==> config.mk <==
export PLATFORM = sky130hd
export DESIGN_NAME = addr_data_serializer_flat
export DESIGN_NICKNAME = d
export VERILOG_FILES = /design/src/rtl/addr_data_serializer_pkg.sv /design/src/rtl/addr_data_serializer_if.sv /design/src/rtl/addr_data_serializer_hold_buf.sv /design/src/rtl/addr_data_serializer.sv /design/src/flat_wrapper.sv
export SDC_FILE = /design/constraint.sdc
export NUM_CORES = 1
export LEC_CHECK = 0
export CORE_MARGIN = 2
export CORE_UTILIZATION = 30
export DETAILED_ROUTE_END_ITERATION = 8
export MAX_ROUTING_LAYER = met4
export PLACE_DENSITY = 0.57
export SLEW_MARGIN = 20
export SYNTH_ARGS = -nofsm -noshare
export SYNTH_HDL_FRONTEND = slang
export SYNTH_HIERARCHICAL = 1
export SYNTH_SLANG_ARGS = --single-unit
export TNS_END_PERCENT = 1
==> constraint.sdc <==
create_clock -name clk -period 1.75 [get_ports clk]
set_clock_uncertainty 0.1 [all_clocks]
set_input_delay 0.175 -clock clk [delete_from_list [all_inputs] [get_ports clk]]
set_output_delay 0.175 -clock clk [all_outputs]
set_load 0.03 [all_outputs]
==> src/rtl/addr_data_serializer_pkg.sv <==
// Shared serializer/receiver definitions: FSM state encoding,
// field widths, sync length and the resulting frame length.
// ADDR_DATA_SERIALIZER_PARITY_EN adds one parity bit per frame.
package ptos_pkg;

    typedef enum logic [2:0] {
        ST_IDLE,
        ST_SYNC,
        ST_ADDR,
        ST_DATA,
        ST_PAR
    } ptos_state_e;

    localparam int PTOS_ADDR_W      = 4;
    localparam int PTOS_DATA_W      = 4;
    localparam int PTOS_SYNC_CYCLES = 2;

`ifdef ADDR_DATA_SERIALIZER_PARITY_EN
    localparam int PTOS_PAR_BITS = 1;
`else
    localparam int PTOS_PAR_BITS = 0;
`endif

    localparam int PTOS_FRAME_LEN =
        PTOS_SYNC_CYCLES + PTOS_ADDR_W + PTOS_DATA_W + PTOS_PAR_BITS;

    function automatic int ptos_max3(input int a, input int b, input int c);
        int m;
        m = (a > b) ? a : b;
        return (m > c) ? m : c;
    endfunction

endpackage

==> src/rtl/addr_data_serializer_if.sv <==
// Producer-side valid/ready bus of the serializer.
// Signals: in_valid, in_ready, addr_in, data_in.
// master = producer, slave = serializer.
interface addr_data_serializer_if
    import ptos_pkg::*;
#(
    parameter int ADDR_W = PTOS_ADDR_W,
    parameter int DATA_W = PTOS_DATA_W
);
    logic              in_valid;
    logic              in_ready;
    logic [ADDR_W-1:0] addr_in;
    logic [DATA_W-1:0] data_in;

    modport master (
        output in_valid,
        output addr_in,
        output data_in,
        input  in_ready
    );

    modport slave (
        input  in_valid,
        input  addr_in,
        input  data_in,
        output in_ready
    );
endinterface

==> src/rtl/addr_data_serializer_hold_buf.sv <==
// One-entry holding register between producer and frame FSM.
// Ports: clk, rst, i_valid/o_ready/i_addr/i_data (producer side),
// i_take (FSM loads entry), o_full/o_addr/o_data (entry contents).
module serializer_hold_buf #(
    parameter int ADDR_W = 4,
    parameter int DATA_W = 4
) (
    input  logic              clk,
    input  logic              rst,
    input  logic              i_valid,
    output logic              o_ready,
    input  logic [ADDR_W-1:0] i_addr,
    input  logic [DATA_W-1:0] i_data,
    input  logic              i_take,
    output logic              o_full,
    output logic [ADDR_W-1:0] o_addr,
    output logic [DATA_W-1:0] o_data
);
    logic              r_full;
    logic [ADDR_W-1:0] r_addr;
    logic [DATA_W-1:0] r_data;
    logic              w_accept;

    // ready comes straight from a flop: no path from i_valid
    assign o_ready  = !r_full;
    assign w_accept = i_valid && !r_full;

    always_ff @(posedge clk) begin
        if (rst) begin
            r_full <= 1'b0;
            r_addr <= '0;
            r_data <= '0;
        end else begin
            // a write in the same edge as a take keeps the entry full
            if (w_accept) begin
                r_full <= 1'b1;
                r_addr <= i_addr;
                r_data <= i_data;
            end else if (i_take) begin
                r_full <= 1'b0;
            end
        end
    end

    assign o_full = r_full;
    assign o_addr = r_addr;
    assign o_data = r_data;
endmodule

==> src/rtl/addr_data_serializer.sv <==
// Frames buffered address/data pairs onto ena/p_out, LSB first.
// Ports: clk, rst, in_bus (slave handshake), ena, p_out, busy,
// frame_done. ADDR_DATA_SERIALIZER_PARITY_EN appends a parity bit.
module addr_data_serializer
    import ptos_pkg::*;
#(
    parameter int SYNC_CYCLES = PTOS_SYNC_CYCLES,
    parameter int ADDR_W      = PTOS_ADDR_W,
    parameter int DATA_W      = PTOS_DATA_W
) (
    input  logic                   clk,
    input  logic                   rst,
    addr_data_serializer_if.slave  in_bus,
    output logic                   ena,
    output logic                   p_out,
    output logic                   busy,
    output logic                   frame_done
);
    localparam int SH_W  = ADDR_W + DATA_W;
    localparam int CNT_W =
        $clog2(ptos_max3(SYNC_CYCLES, ADDR_W, DATA_W) + 1);
    localparam logic [CNT_W-1:0] LAST_S = CNT_W'(SYNC_CYCLES - 1);
    localparam logic [CNT_W-1:0] LAST_A = CNT_W'(ADDR_W - 1);
    localparam logic [CNT_W-1:0] LAST_D = CNT_W'(DATA_W - 1);

    ptos_state_e       r_state;
    ptos_state_e       w_state_nxt;
    logic [CNT_W-1:0]  r_cnt;
    logic [CNT_W-1:0]  w_cnt_nxt;
    logic [SH_W-1:0]   r_shift;
    logic [SH_W-1:0]   w_shift_nxt;
    logic              r_ena;
    logic              r_pout;
    logic              r_done;
    logic              w_ena_nxt;
    logic              w_pout_nxt;
    logic              w_done_nxt;
    logic              w_load;
    logic              w_end;
    logic              w_full;
    logic              w_ready;
    logic [ADDR_W-1:0] w_hold_addr;
    logic [DATA_W-1:0] w_hold_data;
`ifdef ADDR_DATA_SERIALIZER_PARITY_EN
    logic              r_par;
    logic              w_par_nxt;
`endif

    serializer_hold_buf #(
        .ADDR_W (ADDR_W),
        .DATA_W (DATA_W)
    ) u_hold (
        .clk     (clk),
        .rst     (rst),
        .i_valid (in_bus.in_valid),
        .o_ready (w_ready),
        .i_addr  (in_bus.addr_in),
        .i_data  (in_bus.data_in),
        .i_take  (w_load),
        .o_full  (w_full),
        .o_addr  (w_hold_addr),
        .o_data  (w_hold_data)
    );

    assign in_bus.in_ready = w_ready;

    // Next-state: r_state/r_cnt describe the bit currently on the wire
    always_comb begin
        w_state_nxt = r_state;
        w_cnt_nxt   = r_cnt;
        w_shift_nxt = r_shift;
        w_load      = 1'b0;
        w_end       = 1'b0;
`ifdef ADDR_DATA_SERIALIZER_PARITY_EN
        w_par_nxt   = r_par;
`endif
        unique case (r_state)
            ST_IDLE: w_load = w_full;
            ST_SYNC: begin
                if (r_cnt == LAST_S) begin
                    w_state_nxt = ST_ADDR;
                    w_cnt_nxt   = '0;
                end else begin
                    w_cnt_nxt = r_cnt + CNT_W'(1);
                end
            end
            ST_ADDR: begin
                w_shift_nxt = r_shift >> 1;
                if (r_cnt == LAST_A) begin
                    w_state_nxt = ST_DATA;
                    w_cnt_nxt   = '0;
                end else begin
                    w_cnt_nxt = r_cnt + CNT_W'(1);
                end
            end
            ST_DATA: begin
                w_shift_nxt = r_shift >> 1;
                if (r_cnt == LAST_D) begin
`ifdef ADDR_DATA_SERIALIZER_PARITY_EN
                    w_state_nxt = ST_PAR;
                    w_cnt_nxt   = '0;
`else
                    w_end = 1'b1;
`endif
                end else begin
                    w_cnt_nxt = r_cnt + CNT_W'(1);
                end
            end
            ST_PAR:  w_end = 1'b1;
            default: w_state_nxt = ST_IDLE;
        endcase

        // end of frame: chain straight into the next one if queued
        if (w_end) begin
            w_load      = w_full;
            w_state_nxt = ST_IDLE;
            w_cnt_nxt   = '0;
        end

        if (w_load) begin
            w_state_nxt = ST_SYNC;
            w_cnt_nxt   = '0;
            w_shift_nxt = {w_hold_data, w_hold_addr};
`ifdef ADDR_DATA_SERIALIZER_PARITY_EN
            w_par_nxt   = ^{w_hold_data, w_hold_addr};
`endif
        end
    end

    // Outputs are decoded from the next state so they can be flopped
    always_comb begin
        w_ena_nxt  = (w_state_nxt == ST_SYNC);
        w_pout_nxt = 1'b0;
        w_done_nxt = 1'b0;
        if (w_state_nxt == ST_ADDR || w_state_nxt == ST_DATA) begin
            w_pout_nxt = w_shift_nxt[0];
        end
`ifdef ADDR_DATA_SERIALIZER_PARITY_EN
        if (w_state_nxt == ST_PAR) begin
            w_pout_nxt = w_par_nxt;
            w_done_nxt = 1'b1;
        end
`else
        if (w_state_nxt == ST_DATA && w_cnt_nxt == LAST_D) begin
            w_done_nxt = 1'b1;
        end
`endif
    end

    always_ff @(posedge clk) begin
        if (rst) begin
            r_state <= ST_IDLE;
            r_cnt   <= '0;
            r_shift <= '0;
            r_ena   <= 1'b0;
            r_pout  <= 1'b0;
            r_done  <= 1'b0;
        end else begin
            r_state <= w_state_nxt;
            r_cnt   <= w_cnt_nxt;
            r_shift <= w_shift_nxt;
            r_ena   <= w_ena_nxt;
            r_pout  <= w_pout_nxt;
            r_done  <= w_done_nxt;
        end
    end

`ifdef ADDR_DATA_SERIALIZER_PARITY_EN
    always_ff @(posedge clk) begin
        if (rst) begin
            r_par <= 1'b0;
        end else begin
            r_par <= w_par_nxt;
        end
    end
`endif

    assign ena        = r_ena;
    assign p_out      = r_pout;
    assign frame_done = r_done;
    assign busy       = (r_state != ST_IDLE);
endmodule
==> src/flat_wrapper.sv <==
// flat-port wrapper written by rule: the top's interface ports become plain ports
module addr_data_serializer_flat import ptos_pkg::*;
#(
    parameter int SYNC_CYCLES = PTOS_SYNC_CYCLES,
    parameter int ADDR_W      = PTOS_ADDR_W,
    parameter int DATA_W      = PTOS_DATA_W
)
  (clk, rst, ena, p_out, busy, frame_done, in_bus_in_valid, in_bus_addr_in, in_bus_data_in, in_bus_in_ready);
  addr_data_serializer_if #(.ADDR_W(ADDR_W), .DATA_W(DATA_W)) in_bus_i ();
  input  logic clk;
  input  logic rst;
  output logic ena;
  output logic p_out;
  output logic busy;
  output logic frame_done;
  input wire logic [$bits(in_bus_i.in_valid)-1:0] in_bus_in_valid;
  input wire logic [$bits(in_bus_i.addr_in)-1:0] in_bus_addr_in;
  input wire logic [$bits(in_bus_i.data_in)-1:0] in_bus_data_in;
  output wire logic [$bits(in_bus_i.in_ready)-1:0] in_bus_in_ready;
  assign in_bus_i.in_valid = in_bus_in_valid;
  assign in_bus_i.addr_in = in_bus_addr_in;
  assign in_bus_i.data_in = in_bus_data_in;
  assign in_bus_in_ready = in_bus_i.in_ready;
  addr_data_serializer #(.SYNC_CYCLES(SYNC_CYCLES), .ADDR_W(ADDR_W), .DATA_W(DATA_W)) u_core (.clk(clk), .rst(rst), .in_bus(in_bus_i), .ena(ena), .p_out(p_out), .busy(busy), .frame_done(frame_done));
endmodule
==> flow_summary.json, run 1 <==
{
  "ctsHoldBuffers": 0,
  "ff2ff_path_depth": 6,
  "drtAntennaViolNets": 0,
  "dp_hpwl_um": 2110,
  "layoutNonFillerInstCount": 219,
  "fp-row-count": 24,
  "stdcell_area_mm2": 0.00182,
  "place_area_mm2": 0.00167,
  "cp.required_ps": 1870,
  "placedCellCount": 214,
  "io-pin-count": 16,
  "grt_max_degree": 31,
  "drt_first_pass_iters": 4,
  "layout_commonest_cell": "dfxtp_1",
  "layout_common_cells": "22 x dfxtp_1, 15 x buf_4, 14 x clkdlybuf4s50_1",
  "min_from": "u_core/u_hold/o_data[3]$_SDFFE_PP0P_",
  "cp-startpoint": "u_core/r_cnt[0]$_SDFF_PP0_",
  "async_flop_share_pct": 0,
  "cts.path.max_buffers": 2,
  "grt.total_usage_pct": 12.4,
  "hold_end": "u_core/u_hold/o_data[3]$_SDFFE_PP0P_",
  "cts_num_sinks": 26,
  "fin_crit_sh_pct": 103,
  "rr_startpoint": "u_core/r_cnt[0]$_SDFF_PP0_",
  "wl_per_cell_um": 13.6,
  "insertion_delay_ps": 270,
  "worst_slack_ps": -58.0,
  "clk_pin_slew_ps": 90,
  "drive_gt1_share_pct": 29.9,
  "die_y_um": 71.7,
  "ctsHtreeMaxLevel": 1,
  "viasPerCell": 4.87,
  "numCtsBuffers": 3,
  "slew_violations": 0,
  "grt_overflow": 0,
  "status": "complete, but fails checks",
  "hold_viol_final": 0,
  "crit_type": "reg2reg",
  "rsz0062_at_grt": "yes",
  "cp-start-kind": "flop",
  "layout.nets": 184,
  "p_leak_nw": 0.658,
  "avgSynthCellArea_um2": 9.83,
  "dieWidth_um": 71.7,
  "syn_area_mm2": 0.00138,
  "cts_tree": "built",
  "fmax_ghz": 0.553,
  "peakVddDrop_mv": 0.300,
  "dr.first_iter.drc_count": 39,
  "synth_nets": 156,
  "seq_area_frac_synth_pct": 37.8,
  "reg2reg_setup_slack_ps": -60,
  "crit_arrival_ps": 1930,
  "synth_seq_cells": 26,
  "grt_antenna_before_repair": 0,
  "failed_checks": "negative setup slack",
  "areaGrowthSynthToFinish_pct": 32.3,
  "synth_top_area_cell": "dfxtp_1",
  "initial_core_util_pct": 31.4,
  "worstReg2RegEnd": "u_core/frame_done$_SDFF_PP0_",
  "synth_area_leaders": "dfxtp_1 38%, nand4bb_1 6.5%, mux2i_1 5.8%, o21ai_2 5.1%, ha_1 4.5%",
  "cap_violations": 0,
  "ys.flop_type": "dfxtp_1",
  "drc": 0,
  "grt_pass1_vias": 1138,
  "period_minus_slack_ps": 1810,
  "finalSetupTns_ps": -113,
  "hold_path_depth": 2,
  "worstPathMaxFanout": 4,
  "gp_congestion": 0.769,
  "min_path_type": "reg2reg",
  "synth-edff-count": 0,
  "synth_cell_types": 40,
  "num_antenna_cells": 0,
  "drt-total-wl_um": 2990,
  "io_buffers": 15,
  "coreArea_mm2": 0.00438,
  "report.final.setup_viol": 5,
  "setup.worst_path.end_class": "flop",
  "yosysTopAreaCellShare_pct": 37.8,
  "utilization_pct": 41.5,
  "via_count": 1066,
  "die-area_mm2": 0.00515,
  "root_buffer": "clkbuf_8",
  "grt_pass1_wl_um": 5020,
  "powerDensity_mw_per_mm2": 754,
  "synth.yosys.warnings": 6,
  "synthCells": 140
}
==> critical path: stages, from the launching register on <==
cell	delay, ps
dfxtp_4	370
ha_4	160
ha_4	170
and4b_1	230
a211oi_1	310
o311a_1	230
and4bb_1	180
==> sequential cells by signal (all words and copies together) (netlist names) <==
signal / cells
u_core/ena: 1
u_core/u_hold/o_addr: 4
u_core/u_hold/o_data: 4
u_core/frame_done: 1
u_core/u_hold/o_full: 1
u_core/r_cnt: 3
u_core/p_out: 1
u_core/r_state: 3
u_core/r_shift: 8
==> metal layers <==
metal,vias to the layer above,global-route usage (%),share of wire (%)
met1,492,14.7,48
met2,18,20.9,47
li1,551,-,-
met3,5,2.39,3.0
met4,0,4.61,1.5
met5,-,-,0
==> final cells by class <==
cell class,count,area [um2]
Fill cell,429,2560
Inverter,7,28.8
Clock buffer,3,41.3
Tap cell,52,65.1
Timing Repair Buffer,31,283
Clock inverter,1,30.0
Multi-Input combinational cell,99,842
Sequential cell,26,531
==> cells by family (layout without fill, tap and decap cells) <==
| family | Yosys count | count (layout) | share of synthesized area, % |
|---|---|---|---|
| buffers and inverters | 15 | 42 | 6.82 |
| adder cells (fa/ha/maj) | 5 | 5 | 4.55 |
| flip-flops | 26 | 26 | 37.8 |
| XOR/XNOR | 1 | 1 | 0.636 |
| AO/OA/AOI/OAI | 33 | 33 | 20.4 |
| multiplexers | 8 | 8 | 5.82 |
| AND/OR/NAND/NOR | 51 | 51 | 23.7 |
| other | 1 | 1 | 0.272 |
==> cell usage after synthesis, types with 3 or more instances <==
master and instances:
dfxtp_1 26, nor2_1 14, nand2b_1 9, mux2i_1 8
nand4bb_1 8, o21ai_2 8, a211oi_1 7, inv_1 7
buf_6 5, ha_1 5, nor2b_1 5, clkbuf_1 3
nand2_1 3, nor3_1 3
==> report_power, final <==
part	internal [mW]	switching [mW]
combinational	0.111	0.109
sequential	0.624	0.0254
clock	0.306	0.196
total	1.04	0.331
==> stage by stage <==
stage	hold slack [ps]	setup WS, ps	total power [mW]
floorplan	144	4.44	0.799
global route	396	-126	1.43
finish	380	-58.0	1.37
global placement	369	-63.7	0.875
detailed placement	366	-141	0.880
CTS	383	-101	1.39
==> repair_timing <==
| action | CTS | global route |
|---|---|---|
| resized for setup | 2 | 19 |
| pin swaps | 1 | 5 |
| buffers inserted | 0 | 1 |
| endpoints found under the setup margin | 11 | 16 |
==> worst max-delay path by stage <==
stage	end	slack (ps)	cells after the start
finish	u_core/frame_done$_SDFF_PP0_	-60	6
floorplan	u_core/frame_done$_SDFF_PP0_	4	8
global placement	u_core/frame_done$_SDFF_PP0_	-60	7
CTS	u_core/frame_done$_SDFF_PP0_	-100	7
detailed placement	u_core/frame_done$_SDFF_PP0_	-140	6
global route	u_core/frame_done$_SDFF_PP0_	-130	8
(Power assumes the default switching activity.)
==> run 2: changes to the inputs <==
- CORE_MARGIN: 2 -> 4
==> run 2 against run 1 <==
Effect of this change:
- the run still ends with negative setup slack left
- non-clock buffer count is 3 higher
- worst hold slack improved by 0.56 ps
- global-route usage is 1.3 points lower
- clock power down 0.8%
- combinational power increased by 4%
- first-iteration DRC count decreased by 18%
- critical endpoint unchanged
==> flow_summary.json, run 2 (same netlist as run 1, synthesis figures left out) <==
{
  "failed_checks": "negative setup slack",
  "worstReg2RegEnd": "u_core/frame_done$_SDFF_PP0_",
  "fin_crit_sh_pct": 105,
  "dp_hpwl_um": 2090,
  "power.switching_mw": 0.326,
  "numCtsBuffers": 3,
  "regMostFlops": "u_core/r_shift",
  "grt.total_usage_pct": 11.1,
  "worst_path_most_repeated_cell": "ha_4",
  "layout_common_cells": "23 x dfxtp_1, 18 x buf_4, 14 x clkdlybuf4s50_1",
  "rr_startpoint": "u_core/r_cnt[0]$_SDFF_PP0_",
  "p_sw_share_pct": 23.7,
  "grt_pass1_vias": 1077,
  "grt_util_met2_pct": 18.9,
  "drc": 0,
  "cp-startpoint": "u_core/r_cnt[0]$_SDFF_PP0_",
  "dr.first_iter.drc_count": 32,
  "worstPathMaxFanout": 4,
  "hold_end": "u_core/u_hold/o_data[3]$_SDFFE_PP0P_",
  "clk_pin_slew_ps": 90,
  "coreArea_mm2": 0.00438,
  "clkPwrFrac_pct": 36.2,
  "p_seq_share_pct": 47.1,
  "crit_arrival_ps": 1960,
  "rsz0062_at_grt": "yes",
  "viasPerCell": 4.91,
  "cts_num_sinks": 26,
  "p_leak_nw": 0.668,
  "io-pin-count": 16,
  "ff2ff_path_depth": 7,
  "multiInputGateArea_um2": 831,
  "num_antenna_cells": 0,
  "gp_congestion": 0.859,
  "utilization_pct": 41.7,
  "cpPeakStageDelay_ps": 420,
  "whs_ps": 380,
  "cp_slowest_cell": "a2111oi_0",
  "gr-usage-met3_pct": 1.19,
  "drt-total-wl_um": 2800,
  "hold_viol_final": 0,
  "fmax_ghz": 0.543,
  "layout_commonest_cell": "dfxtp_1",
  "ctsHtreeMaxLevel": 1,
  "io_buffers": 15,
  "slew_violations": 0,
  "fp-row-count": 24,
  "cap_violations": 0,
  "period_minus_slack_ps": 1840,
  "via_count": 1091,
  "report.final.setup_viol": 8,
  "peakVddDrop_mv": 0.282,
  "power.internal_mw": 1.05,
  "areaGrowthSynthToFinish_pct": 32.7,
  "powerDensity_mw_per_mm2": 753,
  "met1_usage_pct": 13.4,
  "ff_latch_area_um2": 529,
  "die-area_mm2": 0.00574,
  "dp_slack_ps": -124,
  "worst_slack_ps": -90.8,
  "grt_max_degree": 31,
  "root_buffer": "clkbuf_8",
  "reg2reg_setup_slack_ps": -90,
  "crit_chain": "ha_4 -> ha_4 -> buf_4 -> nand2_1 -> a22oi_1 -> a2111oi_0 -> and4bb_1",
  "initial_core_util_pct": 31.4,
  "drive_gt1_share_pct": 30.0,
  "status": "complete, but fails checks",
  "hold_path_depth": 2,
  "cts.path.max_buffers": 2,
  "min_path_type": "reg2reg",
  "finalSetupTns_ps": -314,
  "cts_tree": "built",
  "drtAntennaViolNets": 0,
  "wl_per_cell_um": 12.6,
  "drt_first_pass_iters": 4,
  "grt_antenna_before_repair": 0,
  "p_comb_share_pct": 16.6,
  "p_total_mw": 1.38,
  "dieWidth_um": 75.7,
  "cp.required_ps": 1870,
  "gr-max-usage-layer": "met2",
  "grt_pass1_wl_um": 4800,
  "setup.worst_path.end_class": "flop",
  "grt_overflow": 0,
  "layout.nets": 187,
  "fillers": 443,
  "die_y_um": 75.7,
  "cp-start-kind": "flop",
  "crit_type": "reg2reg",
  "min_from": "u_core/u_hold/o_data[3]$_SDFFE_PP0P_",
  "largest_reg_flops": 8,
  "insertion_delay_ps": 270
}
run 2: cell types whose count changed in the layout (fill, tap and decap cells not counted), sizes merged:
| cell | delta |
|---|---|
| clkdlybuf4s15 | -1 |
| buf | +3 |
| dlygate4sd2 | +1 |
run 2: repair_timing:
action | CTS | global route
pin swaps | 2 | 4
setup buffers | 0 | 1
hold buffers | 0 | 0
setup endpoints to repair | 13 | 13
resized for setup | 4 | 10
run 2: worst max-delay path by stage:
stage                              endpoint  cells after the start
6_report       u_core/frame_done$_SDFF_PP0_                      7
3_5_place_dp   u_core/frame_done$_SDFF_PP0_                      8
4_1_cts        u_core/frame_done$_SDFF_PP0_                      8
3_3_place_gp   u_core/frame_done$_SDFF_PP0_                      8
5_1_grt        u_core/frame_done$_SDFF_PP0_                      7
2_1_floorplan  u_core/frame_done$_SDFF_PP0_                      8
run 2: final cells by class:
cell class                 instances  area share [%]
clock buffer                       3            2.26
clock inverter                     1            1.64
inverter                           7            1.44
multi-input combinational         99            45.5
sequential                        26            29.0
tap                               52            3.56
timing repair buffer              34            16.6
run 2: worst max-delay path: cells and delay by family, from the launching register on:
family | cells | cell delay, ps
AOI/OAI and AO/OA | 2 | 550
DFF | 1 | 370
adders and majority gates | 2 | 340
and+or+nand+nor | 2 | 300
buffers and inverters | 1 | 130
run 2: power by group through the flow:
stage	Combinational, mW	Clock (mW)	Sequential [mW]
after floorplan	0.140	0	0.659
after global placement	0.218	0	0.664
after detailed placement	0.222	0	0.665
after CTS	0.224	0.516	0.652
after global routing	0.252	0.536	0.654
final	0.229	0.498	0.648
run 2: metal layers:
layer	up-vias	part of all wire, %
met3	7	2.8
li1	559	-
met4	0	2.4
met5	-	0
met2	21	49
met1	504	46
run 2: metrics by stage:
step                std cells  instance area, um2
finish                    222                1830
global route              222                1830
CTS                       221                1780
detailed placement        217                1690
global placement          217                1690
floorplan                 140                1400
==> run 3: changes to the inputs <==
- CORE_ASPECT_RATIO: unset -> 1.5
==> run 3 against run 2 <==
Effect of this change:
- the flow still finishes with violations (negative setup slack)
- worst setup slack improved by 19 ps
- clock power fell by 37%
- wire length rose by 2.1%
- total power fell by 14%
- cell count fell by 5.0%
- highest routed layer unchanged
==> flow_summary.json, run 3 (same netlist as run 1, synthesis figures left out) <==
{
  "via_count": 1074,
  "report.final.setup_viol": 7,
  "grt_max_degree": 31,
  "cts.path.max_buffers": 2,
  "coreArea_mm2": 0.00432,
  "viasPerCell": 5.09,
  "grt_antenna_before_repair": 0,
  "status": "complete, but fails checks",
  "drt-total-wl_um": 2860,
  "wl_per_cell_um": 13.5,
  "peakVddDrop_mv": 0.500,
  "dp_hpwl_um": 2150,
  "p_comb_share_pct": 17.9,
  "num_antenna_cells": 0,
  "min_path_type": "reg2reg",
  "layout_commonest_cell": "dfxtp_1",
  "hold_viol_final": 0,
  "stdcell_area_mm2": 0.00176,
  "cts_tree": "built",
  "dr.first_iter.drc_count": 68,
  "drc": 0,
  "root_buffer": "clkbuf_8",
  "grt.total_usage_pct": 10.7,
  "drtAntennaViolNets": 0,
  "fp-row-count": 29,
  "io_buffers": 15,
  "crit_type": "reg2reg",
  "p_sw_share_pct": 24.9,
  "power.switching_mw": 0.294,
  "powerDensity_mw_per_mm2": 670,
  "io-pin-count": 16,
  "drt_first_pass_iters": 4,
  "insertion_delay_ps": 260,
  "die-area_mm2": 0.00576,
  "regMostFlops": "u_core/r_shift",
  "initial_core_util_pct": 31.9,
  "cts_num_sinks": 26,
  "cp-start-kind": "flop",
  "p_leak_nw": 0.631,
  "areaGrowthSynthToFinish_pct": 28.0,
  "grt_pass1_vias": 1155,
  "layout.nets": 183,
  "die_y_um": 91.0,
  "place_area_mm2": 0.00164,
  "cap_violations": 0,
  "dieWidth_um": 63.3,
  "drive_gt1_share_pct": 29.1,
  "ctsHtreeMaxLevel": 1,
  "fin_crit_sh_pct": 104,
  "numCtsBuffers": 3,
  "grt_pass1_wl_um": 4950,
  "failed_checks": "negative setup slack",
  "grt_overflow": 0,
  "fmax_ghz": 0.549,
  "clk_pin_slew_ps": 80,
  "period_minus_slack_ps": 1820,
  "layout_common_cells": "23 x dfxtp_1, 15 x buf_4, 14 x clkdlybuf4s50_1",
  "crit_arrival_ps": 1880,
  "setup.worst_path.end_class": "flop",
  "worstPathMaxFanout": 5,
  "p_seq_share_pct": 55.3,
  "rsz0062_at_grt": "yes",
  "gp_congestion": 0.879,
  "slew_violations": 0,
  "power.internal_mw": 0.885,
  "clkPwrFrac_pct": 26.8,
  "worst_slack_ps": -71.5,
  "p_total_mw": 1.18,
  "cp.required_ps": 1810,
  "largest_reg_flops": 8
}
-- run 3: what timing repair did --
| action | CTS | global route |
|---|---|---|
| pin swaps | 1 | 5 |
| buffers inserted | 0 | 1 |
| setup endpoints to repair | 10 | 13 |
| gates resized for setup | 3 | 14 |
| hold buffers | 0 | 0 |
-- run 3: metrics by stage --
| step | hold WS (ps) | setup slack, ps | utilization [%] | setup TNS, ps | instances |
|---|---|---|---|---|---|
| after floorplan | 144 | 4.44 | - | 0 | 140 |
| after global placement | 367 | -93.1 | 38.0 | -260 | 207 |
| after detailed placement | 367 | -94.6 | 38.0 | -372 | 207 |
| after CTS | 384 | -98.2 | 39.0 | -345 | 210 |
| after global routing | 405 | -144 | 40.8 | -976 | 211 |
| final | 383 | -71.5 | 40.8 | -182 | 211 |
-- run 3: layer usage --
layer	vias up	track usage, %	wire, um
met5	-	-	0
met4	0	5.05	69
met3	8	1.73	79
met2	22	18.9	1510
met1	494	11.5	1200
li1	550	-	-
-- run 3: power groups by stage --
stage / logic [mW] / registers, mW / clock network [mW]
6_report: 0.211 / 0.653 / 0.316
5_1_grt: 0.232 / 0.658 / 0.350
4_1_cts: 0.207 / 0.653 / 0.338
3_5_place_dp: 0.207 / 0.666 / 0
3_3_place_gp: 0.203 / 0.665 / 0
2_1_floorplan: 0.140 / 0.659 / 0
-- run 3: critical path, stage by stage (launching register included) --
cell and delay (ps):
dfxtp_2 370, ha_4 150, ha_4 160, inv_4 40
ha_4 150, nor2b_4 100, o22ai_2 80, o311a_1 360
and4bb_1 200
-- run 3: final timing paths --
check	depth (start not counted)	to	slack (ps)	start
min reg2reg	2	u_core/u_hold/o_data[0]$_SDFFE_PP0P_	380	u_core/u_hold/o_data[0]$_SDFFE_PP0P_
max	8	u_core/frame_done$_SDFF_PP0_	-70	u_core/r_cnt[0]$_SDFF_PP0_
max reg2reg	8	u_core/frame_done$_SDFF_PP0_	-70	u_core/r_cnt[0]$_SDFF_PP0_
min	2	u_core/u_hold/o_data[0]$_SDFFE_PP0P_	380	u_core/u_hold/o_data[0]$_SDFFE_PP0P_
-- run 3: area by class of cell --
type / instances / area [um2]
multi-input cells: 99 / 848
flip-flops and latches: 26 / 524
fillers: 439 / 2560
well taps: 46 / 57.6
repair buffers: 30 / 262
clock buffers: 3 / 41.3
inverters: 7 / 28.8
